## src/rtl/rq_to_r3_reduce.sv

```systemverilog
// Rq -> R3 reduction stage: streams P coefficients out of Rq memory, centres
// each one, reduces it mod 3 to a ternary value and writes it to R3 memory.
module rq_to_r3_reduce #(
  parameter int P  = 757,
  parameter int Q  = 7879,
  parameter int W  = 242,
  parameter int AW = 11
) (
  input  logic          clk,
  input  logic          rst_n,
  input  logic          start,
  output logic [AW-1:0] mem_address_o,
  output logic          mem_rd_en,
  input  logic [12:0]   mem_output,
  output logic [AW-1:0] r3_wr_addr,
  output logic [1:0]    r3_wr_data,
  output logic          r3_wr_en,
  output logic          busy,
  output logic          done,
  output logic [AW-1:0] weight,
  output logic          weight_ok,
  output logic          range_err
);

  typedef enum logic [1:0] {S_IDLE, S_READ, S_DRAIN, S_DONE} state_t;

  localparam logic [AW-1:0] LAST = AW'(P - 1);
  localparam logic [13:0]   HALF = 14'((Q - 1) / 2);
  localparam logic [13:0]   QV   = 14'(Q);

  state_t        state_q, state_d;
  logic [AW-1:0] idx_q, idx_d;
  logic          drain_q, drain_d;
  logic [AW-1:0] weight_q, weight_d;
  logic          wok_q, wok_d;
  logic          rerr_q, rerr_d;

  logic          v1_q;
  logic [AW-1:0] a1_q;
  logic          wen_q;
  logic [AW-1:0] waddr_q;
  logic [1:0]    wdata_q;

  // Residue of v mod 3: base-4 digits are each congruent to themselves mod 3.
  function automatic logic [1:0] mod3(input logic [13:0] v);
    logic [4:0] s;
    logic [3:0] t;
    logic [2:0] u;
    s = '0;
    for (int unsigned k = 0; k < 7; k++) s = s + 5'(v[2*k +: 2]);
    t = 4'(s[1:0]) + 4'(s[3:2]) + 4'(s[4]);
    u = 3'(t[1:0]) + 3'(t[3:2]);
    case (u)
      3'd3:    mod3 = 2'd0;
      3'd4:    mod3 = 2'd1;
      default: mod3 = u[1:0];
    endcase
  endfunction

  // Centring splits into a magnitude plus a sign so only an unsigned reduction is needed.
  logic [13:0] x14, mag;
  logic        neg;
  logic [1:0]  res;
  logic [1:0]  r_enc;
  logic        in_range_err;

  always_comb begin
    x14 = {1'b0, mem_output};
    mag = x14;
    neg = 1'b0;
    if (x14 > HALF) begin
      if (x14 >= QV) begin
        mag = x14 - QV;
      end else begin
        mag = QV - x14;
        neg = 1'b1;
      end
    end
    res = mod3(mag);
    case ({neg, res})
      3'b001:  r_enc = 2'b01;
      3'b010:  r_enc = 2'b11;
      3'b101:  r_enc = 2'b11;
      3'b110:  r_enc = 2'b01;
      default: r_enc = 2'b00;
    endcase
    in_range_err = (x14 >= QV);
  end

  always_comb begin
    state_d  = state_q;
    idx_d    = idx_q;
    drain_d  = drain_q;
    weight_d = weight_q;
    wok_d    = wok_q;
    rerr_d   = rerr_q;
    if (v1_q) begin
      if (res != 2'd0 && weight_q != '1) weight_d = weight_q + 1'b1;
      if (in_range_err) rerr_d = 1'b1;
    end
    case (state_q)
      S_IDLE: begin
        if (start) begin
          state_d  = S_READ;
          idx_d    = '0;
          weight_d = '0;
          wok_d    = 1'b0;
          rerr_d   = 1'b0;
        end
      end
      S_READ: begin
        if (idx_q == LAST) begin
          state_d = S_DRAIN;
          drain_d = 1'b0;
        end else begin
          idx_d = idx_q + 1'b1;
        end
      end
      S_DRAIN: begin
        if (drain_q) begin
          state_d = S_DONE;
          wok_d   = (weight_q == AW'(W));
        end else begin
          drain_d = 1'b1;
        end
      end
      default: state_d = S_IDLE;
    endcase
  end

  always_ff @(posedge clk or negedge rst_n) begin
    if (!rst_n) begin
      state_q  <= S_IDLE;
      idx_q    <= '0;
      drain_q  <= 1'b0;
      weight_q <= '0;
      wok_q    <= 1'b0;
      rerr_q   <= 1'b0;
      v1_q     <= 1'b0;
      a1_q     <= '0;
      wen_q    <= 1'b0;
      waddr_q  <= '0;
      wdata_q  <= '0;
    end else begin
      state_q  <= state_d;
      idx_q    <= idx_d;
      drain_q  <= drain_d;
      weight_q <= weight_d;
      wok_q    <= wok_d;
      rerr_q   <= rerr_d;
      v1_q     <= (state_q == S_READ);
      a1_q     <= idx_q;
      wen_q    <= v1_q;
      if (v1_q) begin
        waddr_q <= a1_q;
        wdata_q <= r_enc;
      end
    end
  end

  assign mem_rd_en     = (state_q == S_READ);
  assign mem_address_o = idx_q;
  assign busy          = (state_q == S_READ) || (state_q == S_DRAIN);
  assign done          = (state_q == S_DONE);
  assign r3_wr_en      = wen_q;
  assign r3_wr_addr    = waddr_q;
  assign r3_wr_data    = wdata_q;
  assign weight        = weight_q;
  assign weight_ok     = wok_q;
  assign range_err     = rerr_q;

endmodule
```

## config.mk

```make
export PLATFORM = sky130hd
export DESIGN_NAME = rq_to_r3_reduce
export DESIGN_NICKNAME = d
export VERILOG_FILES = /design/src/rtl/rq_to_r3_reduce.sv
export SDC_FILE = /design/constraint.sdc
export NUM_CORES = 1
export LEC_CHECK = 0
export CORE_ASPECT_RATIO = 1.5
export CORE_MARGIN = 2
export CORE_UTILIZATION = 30
export DETAILED_ROUTE_END_ITERATION = 12
export REMOVE_ABC_BUFFERS = 1
export SLEW_MARGIN = 15
export SYNTH_ARGS = -nofsm -noshare
export SYNTH_HDL_FRONTEND = slang
export SYNTH_SLANG_ARGS = --single-unit
```

## constraint.sdc

```tcl
create_clock -name clk -period 1.7 [get_ports clk]
set_input_delay 0.17 -clock clk [delete_from_list [all_inputs] [get_ports clk]]
set_output_delay 0.17 -clock clk [all_outputs]
set_load 0.01 [all_outputs]
```

==> results.sh <==
export IMPL_drt_wirelength_per_cell_um=14.23
export IMPL_grt_use_total=0.1524
export IMPL_start_kind="primary input"
export IMPL_synth_top_area_share=0.3998
export IMPL_ys_async_sr_fraction=1.000
export IMPL_synth_top_cell_by_area="dfrtp_1"
export IMPL_period_needed_ps=5876
export IMPL_ys_ff_latch=53
export IMPL_viasPerCell=4.904
export IMPL_cts_max_level=2
export IMPL_antenna_found_initial=0
export IMPL_cts_root_buf="clkbuf_16"
export IMPL_start_util=0.3049
export IMPL_crit_arrival_ps=6060
export IMPL_power_density_nw_per_um2=2323
export IMPL_path_class="in2reg"
export IMPL_syn_area_um2=3317
export IMPL_crit_family="adder cells"
export IMPL_dr_total_vias=3075
export IMPL_ys_flop_type="dfrtp_1"
export IMPL_first_pass_iters=4
export IMPL_cts_clk_slew_worst_paths_ps=70
export IMPL_floorplan_core_area_um2=10880
export IMPL_crit_fanout=5
export IMPL_drv_slew=0
export IMPL_ys_top_cells_by_area="dfrtp_1, fa_1, ha_1, nor2_1, xor2_1"
export IMPL_drive_gt1_frac=0.3750
export IMPL_status="finished with violations"
export IMPL_clk_path_buf_depth=2
export IMPL_overflow=0
export IMPL_final_hold_viol_count=0
export IMPL_nets=523
export IMPL_yosysSeqAreaShare=0.3998
export IMPL_slowest_delay_ps=580
export IMPL_drt_iter0_drc=53
export IMPL_clk_latency_ps=290
export IMPL_setup_violations=14
export IMPL_cts_sinks=53
export IMPL_utilization=0.4795
export IMPL_place_hpwl_um=6470
export IMPL_placed_area_um2=4581
export IMPL_fp_dieArea_um2=11930
export IMPL_cts_tree="built"
export IMPL_endpoint_kind="flip-flop"
export IMPL_violations="negative setup slack"
export IMPL_layout_commonest_cell="buf_4"
export IMPL_drv_cap=0
export IMPL_final_cell_mix="buf_4, dfrtp_1, clkdlybuf4s50_1, nor2_1"
export IMPL_grt_pass1_vias=3163
export IMPL_ys_types=57
export IMPL_yosys_warnings=0
export IMPL_post_route_period_util=3.457
export IMPL_numCtsBuffers=5
export IMPL_cp_slowest_cell="fa_1"
export IMPL_cp_num_buf_inv=6
export IMPL_postSynthCellCount=333
export IMPL_postRouteAntennaNets=0
export IMPL_grt_pass1_wl_um=14860
export IMPL_synth_avg_cell_area_um2=9.961
export IMPL_synth_edf_count=0
export IMPL_wirelength_um=8925
export IMPL_drc=0
export IMPL_globalplace_congestion=0.8706
export IMPL_rows=47
export IMPL_stdcell_area_um2=5216
export IMPL_fmax_mhz=170.2
export IMPL_hold_path_class="in2async"
export IMPL_port_buffers=56
export IMPL_fp_dieW_um=89.86
export IMPL_p_leak_uw=0.002332
export IMPL_fin_ws_ps=-4176
export IMPL_synthToLayoutAreaGrowth_pct=57.26
export IMPL_n_antenna_cell=0
export IMPL_rsz0062_at_grt="yes"
export IMPL_required_ps=1880
export IMPL_io_pins=57
export IMPL_dieHeight_um=132.8
export IMPL_grt_max_degree=54
export IMPL_max_vdd_ir_drop_mv=1.948
export IMPL_fin_skew_ps=3.249
==> worst min-delay path: cells and delay by family <==
family	cells	cell delay, ps
buf+inv	3	900
==> what timing repair did <==
item | in CTS | in global routing
setup endpoints to repair | 21 | 25
buffers inserted | 12 | 7
hold buffers | 1 | 0
pin swaps | 39 | 24
gates cloned | 0 | 0
endpoints found under the hold margin | 53 | 0
resized for setup | 114 | 23
==> power by group <==
| part | total (uW) | internal, uW | switching (uW) |
|---|---|---|---|
| Sequential | 1630 | 1480 | 147 |
| Clock | 1060 | 565 | 494 |
| Combinational | 9430 | 5350 | 4080 |
==> synth_stat cells (4+ instances only) <==
master and number:
nand3_1 11, buf_2 5, xnor2_1 8, dfrtp_1 53, clkbuf_1 4, nor3_1 5
mux2_1 8, xor2_1 13, nand2_1 23, a21oi_1 13, o21ai_1 8, nand4_1 7
fa_1 12, and3_1 5, nor2_1 31, inv_1 29, o21ai_0 6, mux2_2 6
nand4b_1 4, nand2b_1 6, ha_1 16, a31oi_1 6
==> flip-flops by register name, indices dropped and copies added (netlist names) <==
signal,count
a1_q,11
mem_address_o,11
r3_wr_addr,11
weight,11
r3_wr_data,2
state_q,2
drain_q,1
r3_wr_en,1
range_err,1
v1_q,1
weight_ok,1
==> metrics by stage <==
| step | std cells | setup slack (ps) | setup TNS, ps | power, uW | hold slack [ps] |
|---|---|---|---|---|---|
| 3_5_place_dp | 600 | -5212 | -65890 | 8077 | 187.7 |
| 5_1_grt | 627 | -4384 | -55230 | 13390 | 401.5 |
| 2_1_floorplan | 323 | -4560 | -57310 | 4637 | -125.6 |
| 6_report | 627 | -4176 | -51780 | 12120 | 384.6 |
| 4_1_cts | 621 | -4077 | -50670 | 11710 | 397.7 |
| 3_3_place_gp | 600 | -5087 | -64320 | 7862 | 183.5 |
==> area by class of cell <==
| cell class | instances | area, um^2 |
|---|---|---|
| tap | 147 | 183.9 |
| inverter | 29 | 108.9 |
| clock inverter | 3 | 28.78 |
| sequential | 53 | 1326 |
| timing repair buffer | 149 | 1264 |
| clock buffer | 5 | 125.1 |
| fill | 1009 | 5663 |
| multi-input combinational | 241 | 2180 |
==> layer usage <==
metal  vias up  track usage  wire length [um]
met1      1538       0.1667              3509
met3        13      0.02278               268
met5         -            0                 0
met2        70       0.2896              4938
met4         0      0.06581               209
li1       1454            -                 -
==> worst paths after layout <==
kind	cells after the start	from	to	slack [ps]
max	27	mem_output[1]	weight[8]$_DFF_PN0_	-4180
min	3	rst_n	mem_address_o[5]$_DFFE_PN0P_	380
max reg2reg	6	state_q[1]$_DFFE_PN0P_	mem_address_o[6]$_DFFE_PN0P_	0
min reg2reg	0	mem_address_o[10]$_DFFE_PN0P_	a1_q[10]$_DFF_PN0_	460
max in group asynchronous	3	rst_n	weight[4]$_DFF_PN0_	1060
min in group clk	0	mem_address_o[10]$_DFFE_PN0P_	a1_q[10]$_DFF_PN0_	460
==> cell families (layout without fill, tap and decap cells) <==
logic type	Yosys count	after routing	share of synthesized area
compound gates	61	61	0.1283
xor+xnor	21	21	0.05545
fa+ha+maj	29	29	0.1358
buf+inv	39	186	0.04602
flops	53	53	0.3998
mux	17	17	0.05658
other cells	1	1	0.001131
simple gates	112	112	0.1769
No activity file was read; power rests on OpenSTA's default activity.
